`src/rtl/store_buffer.sv`:
```
// store_buffer: posted-write FIFO between the MEM stage and the data memory.
// Stores retire into a circular buffer and drain one per cycle whenever no load
// owns the memory address port. Loads search the buffer youngest-first: a fully
// covering store forwards its data, a partial overlap stalls the load.
// Optional build macro: STORE_BUF_FORWARD_EN enables store-to-load forwarding.
// Without it, ld_hit and ld_data are tied to 0 and any overlap stalls the load.
module store_buffer #(
  parameter int ADDRESS_WIDTH = 32,
  parameter int DATA_WIDTH    = 32,
  parameter int DEPTH         = 4
) (
  input  logic                       clk,
  input  logic                       rst_n,
  input  logic                       st_valid,
  input  logic                       st_byte,
  input  logic [ADDRESS_WIDTH-1:0]   st_addr,
  input  logic [DATA_WIDTH-1:0]      st_data,
  output logic                       st_ready,
  input  logic                       ld_valid,
  input  logic                       ld_byte,
  input  logic [ADDRESS_WIDTH-1:0]   ld_addr,
  output logic                       ld_hit,
  output logic [DATA_WIDTH-1:0]      ld_data,
  output logic                       ld_stall,
  output logic                       mem_we,
  output logic                       mem_addr_mode,
  output logic [ADDRESS_WIDTH-1:0]   mem_addr,
  output logic [DATA_WIDTH-1:0]      mem_wd,
  output logic [$clog2(DEPTH):0]     count
);

  localparam int PTR_W = $clog2(DEPTH);
  localparam int CNT_W = PTR_W + 1;
  localparam logic [ADDRESS_WIDTH-1:0] BYTE_SPAN = ADDRESS_WIDTH'(1);
  localparam logic [ADDRESS_WIDTH-1:0] WORD_SPAN = ADDRESS_WIDTH'(4);

  typedef struct packed {
    logic                     is_byte;
    logic [ADDRESS_WIDTH-1:0] addr;
    logic [DATA_WIDTH-1:0]    data;
  } entry_t;

  entry_t             ent [DEPTH];
  logic [DEPTH-1:0]   ent_valid;
  logic [PTR_W-1:0]   head;
  logic [PTR_W-1:0]   tail;
  logic [CNT_W-1:0]   cnt;
  logic               push;
  logic               pop;
  logic               hit_found;
  logic [PTR_W-1:0]   hit_idx;

  // Handshake and drain: the memory port is free only when no load is presented.
  assign st_ready      = (cnt != CNT_W'(DEPTH));
  assign push          = st_valid && st_ready;
  assign mem_we        = (cnt != '0) && !ld_valid;
  assign pop           = mem_we;
  assign mem_addr_mode = ent[head].is_byte;
  assign mem_addr      = ent[head].addr;
  assign mem_wd        = ent[head].data;
  assign count         = cnt;

  // Pointer and occupancy update; simultaneous push and pop leaves cnt unchanged.
  // NOTE: sequential state uses non-blocking assignments so every register samples
  // pre-edge values and the block order cannot create a race.
  always_ff @(posedge clk or negedge rst_n) begin
    if (!rst_n) begin
      head <= '0;
      tail <= '0;
      cnt  <= '0;
    end else begin
      if (push) tail <= tail + PTR_W'(1);
      if (pop)  head <= head + PTR_W'(1);
      case ({push, pop})
        2'b10:   cnt <= cnt + CNT_W'(1);
        2'b01:   cnt <= cnt - CNT_W'(1);
        default: cnt <= cnt;
      endcase
    end
  end

  // Entry storage: write the pushed store at tail, retire the head on drain.
  // NOTE: the entry array is reset because mem_* expose the head entry directly
  // and must read as zero out of reset; a storage array not visible at the ports
  // would normally be left unreset.
  always_ff @(posedge clk or negedge rst_n) begin
    if (!rst_n) begin
      for (int i = 0; i < DEPTH; i++) ent[i] <= '0;
      ent_valid <= '0;
    end else begin
      if (pop) ent_valid[head] <= 1'b0;
      if (push) begin
        ent[tail]       <= '{is_byte: st_byte, addr: st_addr, data: st_data};
        ent_valid[tail] <= 1'b1;
      end
    end
  end

  // Overlap search from oldest to youngest; the last match is the youngest.
  // Spans are compared via modular differences so address wrap is handled.
  // NOTE: every combinational output gets a default at the top of the block so
  // no path leaves it unassigned, which would infer a latch.
  always_comb begin : search
    logic [PTR_W-1:0]         idx;
    logic [ADDRESS_WIDTH-1:0] d_la;
    logic [ADDRESS_WIDTH-1:0] d_al;
    logic                     ovl;
    hit_found = 1'b0;
    hit_idx   = '0;
    idx       = '0;
    d_la      = '0;
    d_al      = '0;
    ovl       = 1'b0;
    for (int k = 0; k < DEPTH; k++) begin
      idx  = head + PTR_W'(k);
      d_la = ld_addr - ent[idx].addr;
      d_al = ent[idx].addr - ld_addr;
      ovl  = (d_la < (ent[idx].is_byte ? BYTE_SPAN : WORD_SPAN)) ||
             (d_al < (ld_byte ? BYTE_SPAN : WORD_SPAN));
      if (ent_valid[idx] && ovl) begin
        hit_found = 1'b1;
        hit_idx   = idx;
      end
    end
  end

`ifdef STORE_BUF_FORWARD_EN
  logic [ADDRESS_WIDTH-1:0] sel_off;
  logic                     sel_cover;
  logic [7:0]               sel_byte;

  // Full-cover test and byte extraction for the selected (youngest) entry.
  always_comb begin
    sel_off = ld_addr - ent[hit_idx].addr;
    if (ent[hit_idx].is_byte)
      sel_cover = ld_byte && (sel_off == '0);
    else if (ld_byte)
      sel_cover = (sel_off < WORD_SPAN);
    else
      sel_cover = (sel_off == '0);
    sel_byte = ent[hit_idx].data[8*sel_off[1:0] +: 8];
  end

  // Forward on full cover, stall on partial overlap, silent otherwise.
  always_comb begin
    ld_hit   = 1'b0;
    ld_stall = 1'b0;
    ld_data  = '0;
    if (ld_valid && hit_found) begin
      if (sel_cover) begin
        ld_hit  = 1'b1;
        ld_data = ld_byte ? DATA_WIDTH'(sel_byte) : ent[hit_idx].data;
      end else begin
        ld_stall = 1'b1;
      end
    end
  end
`else
  // No forwarding: any overlap with a pending store holds the load.
  always_comb begin
    ld_hit   = 1'b0;
    ld_data  = '0;
    ld_stall = ld_valid && hit_found;
  end
`endif

endmodule

```
`config.mk`:
```
export PLATFORM = sky130hd
export DESIGN_NAME = store_buffer
export DESIGN_NICKNAME = d
export VERILOG_FILES = /design/src/rtl/store_buffer.sv
export SDC_FILE = /design/constraint.sdc
export NUM_CORES = 1
export LEC_CHECK = 0
export BUFFER_PORTS_ARGS = -buffer_cell sky130_fd_sc_hd__buf_2
export CORE_ASPECT_RATIO = 0.9
export CORE_MARGIN = 2
export CORE_UTILIZATION = 40
export CTS_BUF_LIST = sky130_fd_sc_hd__clkbuf_4
export DETAILED_ROUTE_END_ITERATION = 12
export GPL_TIMING_DRIVEN = 0
export PLACE_DENSITY = 0.58
export SETUP_SLACK_MARGIN = 0.02
export SYNTH_ARGS = -nofsm -noshare
export SYNTH_HDL_FRONTEND = slang
export SYNTH_SLANG_ARGS = --single-unit
```
`constraint.sdc`:
```
create_clock -name clk -period 9 [get_ports clk]
set_input_delay 1.35 -clock clk [delete_from_list [all_inputs] [get_ports clk]]
set_output_delay 1.35 -clock clk [all_outputs]
set_load 0.1 [all_outputs]
```
==> results.tsv <==
stage	metric	value	unit
final_layout	final_cell_area	32700	sq um
final_layout	area_growth	13.4	%
route	avgRoutedWirePerCell	26.5	um
die	die_area	74300	sq um
route	drc	0	
clock_network	cts-hold-fix-buffers	0	
timing	fmaxAchievable	0.113	GHz
critical_path	r2r-start	count[0]$_DFFE_PN0P_	
synth	synth_seq_area_share	0.235	
timing	worstMarginPinSlew	1.35	ns
grt	grt_overflow_total	0	
grt	antenna_found_initial	15	
synth	postSynthAreaPerCell	8.89	sq um
grt	grt_pass1_wl	174	mm
critical_path	arrival	7.51	ns
critical_path	reg2reg_depth	8	
die	rows	93	
synth	yosysTopAreaCell	dfrtp_1	
critical_path	crit_top_cell	nand4_1	
critical_path	crit_slowest_cell	or4_1	
critical_path	worst-path-max-fanout	10	
status	outcome	complete, no violations	
synth	ys_types	83	
clock_network	path_clk_slew	0.07	ns
synth	synth_commonest_cells	mux2_2 (297), nand2_1 (292), dfrtp_1 (271)	
final_layout	nets	3919	
critical_path	start_kind	register	
synth	yosys_warnings	0	
die	die_y	259	um
critical_path	critPathKind	reg2out	
route	drt-total-wl	121	mm
synth	ys_ff_latch	271	
clock_network	clockBufferDepth	3	
timing	hold_violations	0	
critical_path	cp.required	7.65	ns
route	drtIter0Drc	3094	
synth	synth_edf_count	0	
die	coreArea	71400	sq um
critical_path	end_kind	primary output	
critical_path	cp_top_family	simple AND/OR/NAND/NOR gates	
timing	fin_crit	8.86	ns
route	dr_total_vias	27810	
route	detail-route-antenna-nets	0	
clock_network	h-tree-depth	3	
final_layout	nFillCells	7224	
grt	grt_util_all_layers	0.316	
synth	synth_area_leaders	dfrtp_1 (24%), mux2_2 (12%), ha_1 (12%)	
min_path	hp-class	reg2reg	
placement	dpl_cell_area	31100	sq um
grt	grt_max_degree	111	
timing	setup_viol	0	
timing	slew_headroom	0.0971	
placement	portBuffers	171	
critical_path	crit_path_max_incr_delay	0.60	ns
die	initial_core_util	0.404	
grt	grt_pass1_vias	25869	
min_path	worstHoldStart	ent[75]$_DFFE_PN0P_	
flow_run	cap_viol_max_count	0	
clock_network	clk_latency	0.87	ns
synth	syn-cell-area	28800	sq um
final_layout	drive_gt1_frac	0.252	
timing	fin_crit_sh	0.985	
clock_network	cts.sinks	271	
synth	synthFlopType	dfrtp_1	
die	die_w	287	um
synth	synth_top_area_share	0.235	
route	drtPass1Iterations	6	
synth	synthArstFlopShare	1.00	
placement	place.gp.congestion	1.02	
clock_network	clock-root-buffer	clkbuf_4	
timing	drv_slew	0	
die	io_pins	206	
synth	synth.most_common_cell	mux2_2	
route	viasPerCell	6.11	
clock_network	cts_tree	done	
min_path	hold_depth	1	
synth	netlist_instances	3245	
critical_path	path_buf_inv	7	
critical_path	critPathLaunch	head[0]$_DFFE_PN0P_	
placement	hpwl	93.8	mm
clock_network	cts_buffers	76	
critical_path	critical_path_depth	26	
timing	skew	0.0868	ns
## path summary, 6_finish.rpt
kind	endpoint	slack, ns
worst max register to register	ent[32]$_DFFE_PN0P_	5.50
min in group asynchronous	ent[202]$_DFFE_PN0P_	0.51
worst min-delay path	ent[75]$_DFFE_PN0P_	0.50
worst max-delay path	ld_stall	0.14
max in group asynchronous	ent[52]$_DFFE_PN0P_	7.40
worst min register to register	ent[75]$_DFFE_PN0P_	0.50
## cells in the final DEF, fill, tap and decap left out, types with 60 or more instances in the layout
| cell type | synthesis | final |
|---|---|---|
| nand2_1 | 292 | 292 |
| mux2_2 | 297 | 297 |
| clkbuf_4 | 0 | 113 |
| xnor2_1 | 79 | 79 |
| dfrtp_1 | 271 | 271 |
| mux4_2 | 103 | 103 |
| ha_1 | 266 | 262 |
| a21o_1 | 78 | 78 |
| nand4_1 | 60 | 60 |
| clkbuf_1 | 144 | 118 |
| inv_1 | 220 | 218 |
| xor2_1 | 64 | 64 |
| o21ai_0 | 187 | 172 |
| nor2_1 | 159 | 159 |
| a21oi_1 | 254 | 253 |
| buf_2 | 18 | 187 |
## routing by layer
layer | up-vias | GRT usage | part of all wire
li1 | 12451 | - | -
met1 | 13702 | 0.443 | 0.43
met2 | 1408 | 0.444 | 0.41
met3 | 233 | 0.0921 | 0.11
met4 | 16 | 0.152 | 0.053
met5 | - | 0 | 0.00071
## sequential cells by signal, summed over array words and instances (netlist names)
name and flops:
count 3, ent 260, ent_valid 4, head 2, tail 2
## through the flow
| step | utilization | setup TNS, ns | hold WS, ns | worst slack, ns | std cells |
|---|---|---|---|---|---|
| after floorplan | - | 0 | 0.474 | 0.116 | 3277 |
| after global placement | 0.434 | -4.08 | 0.481 | -4.08 | 4398 |
| after detailed placement | 0.435 | -4.05 | 0.487 | -4.05 | 4400 |
| after CTS | 0.455 | 0 | 0.467 | 0.0214 | 4531 |
| after global routing | 0.458 | -0.0213 | 0.497 | -0.0213 | 4549 |
| final | 0.458 | 0 | 0.497 | 0.138 | 4552 |
## final cells by class
| type | count | area, sq um | area share |
|---|---|---|---|
| timing repair buffer | 194 | 1090 | 0.0334 |
| clock buffer | 107 | 803 | 0.0246 |
| sequential | 271 | 6780 | 0.207 |
| buffer | 219 | 1200 | 0.0368 |
| multi-input combinational | 2559 | 20700 | 0.632 |
| clock inverter | 23 | 120 | 0.00367 |
| tap | 950 | 1190 | 0.0363 |
| antenna | 8 | 20.0 | 0.000612 |
| inverter | 221 | 837 | 0.0256 |
## timing repair
| item | in CTS | in global routing |
|---|---|---|
| setup endpoints to repair | 1 | 1 |
| hold endpoints to repair | 0 | 0 |
| setup buffers | 6 | 15 |
| resized for setup | 118 | 59 |
| pin swaps | 8 | 10 |
## logic make-up after synthesis
logic type	count (synthesis)	share of synthesized area
AO/OA/AOI/OAI	856	0.190
flip-flops	271	0.235
AND/OR/NAND/NOR	807	0.134
XOR/XNOR	143	0.0434
adder cells (fa/ha/maj)	275	0.122
buffers and inverters	447	0.0640
multiplexers	445	0.212
other	1	0.000130
## worst register-to-register path, stage by stage (launching register included)
cell      delay, ns
dfrtp_1        0.43
inv_1          0.12
nand3_1        0.10
and2_1         0.17
clkbuf_1       0.29
nand2_1        0.24
clkbuf_1       0.88
clkbuf_1       0.71
mux2_2         0.41
Power is left out: the tool's default activity adds up to more than one toggle a clock period on the data nets, which glitch-free logic cannot reach.
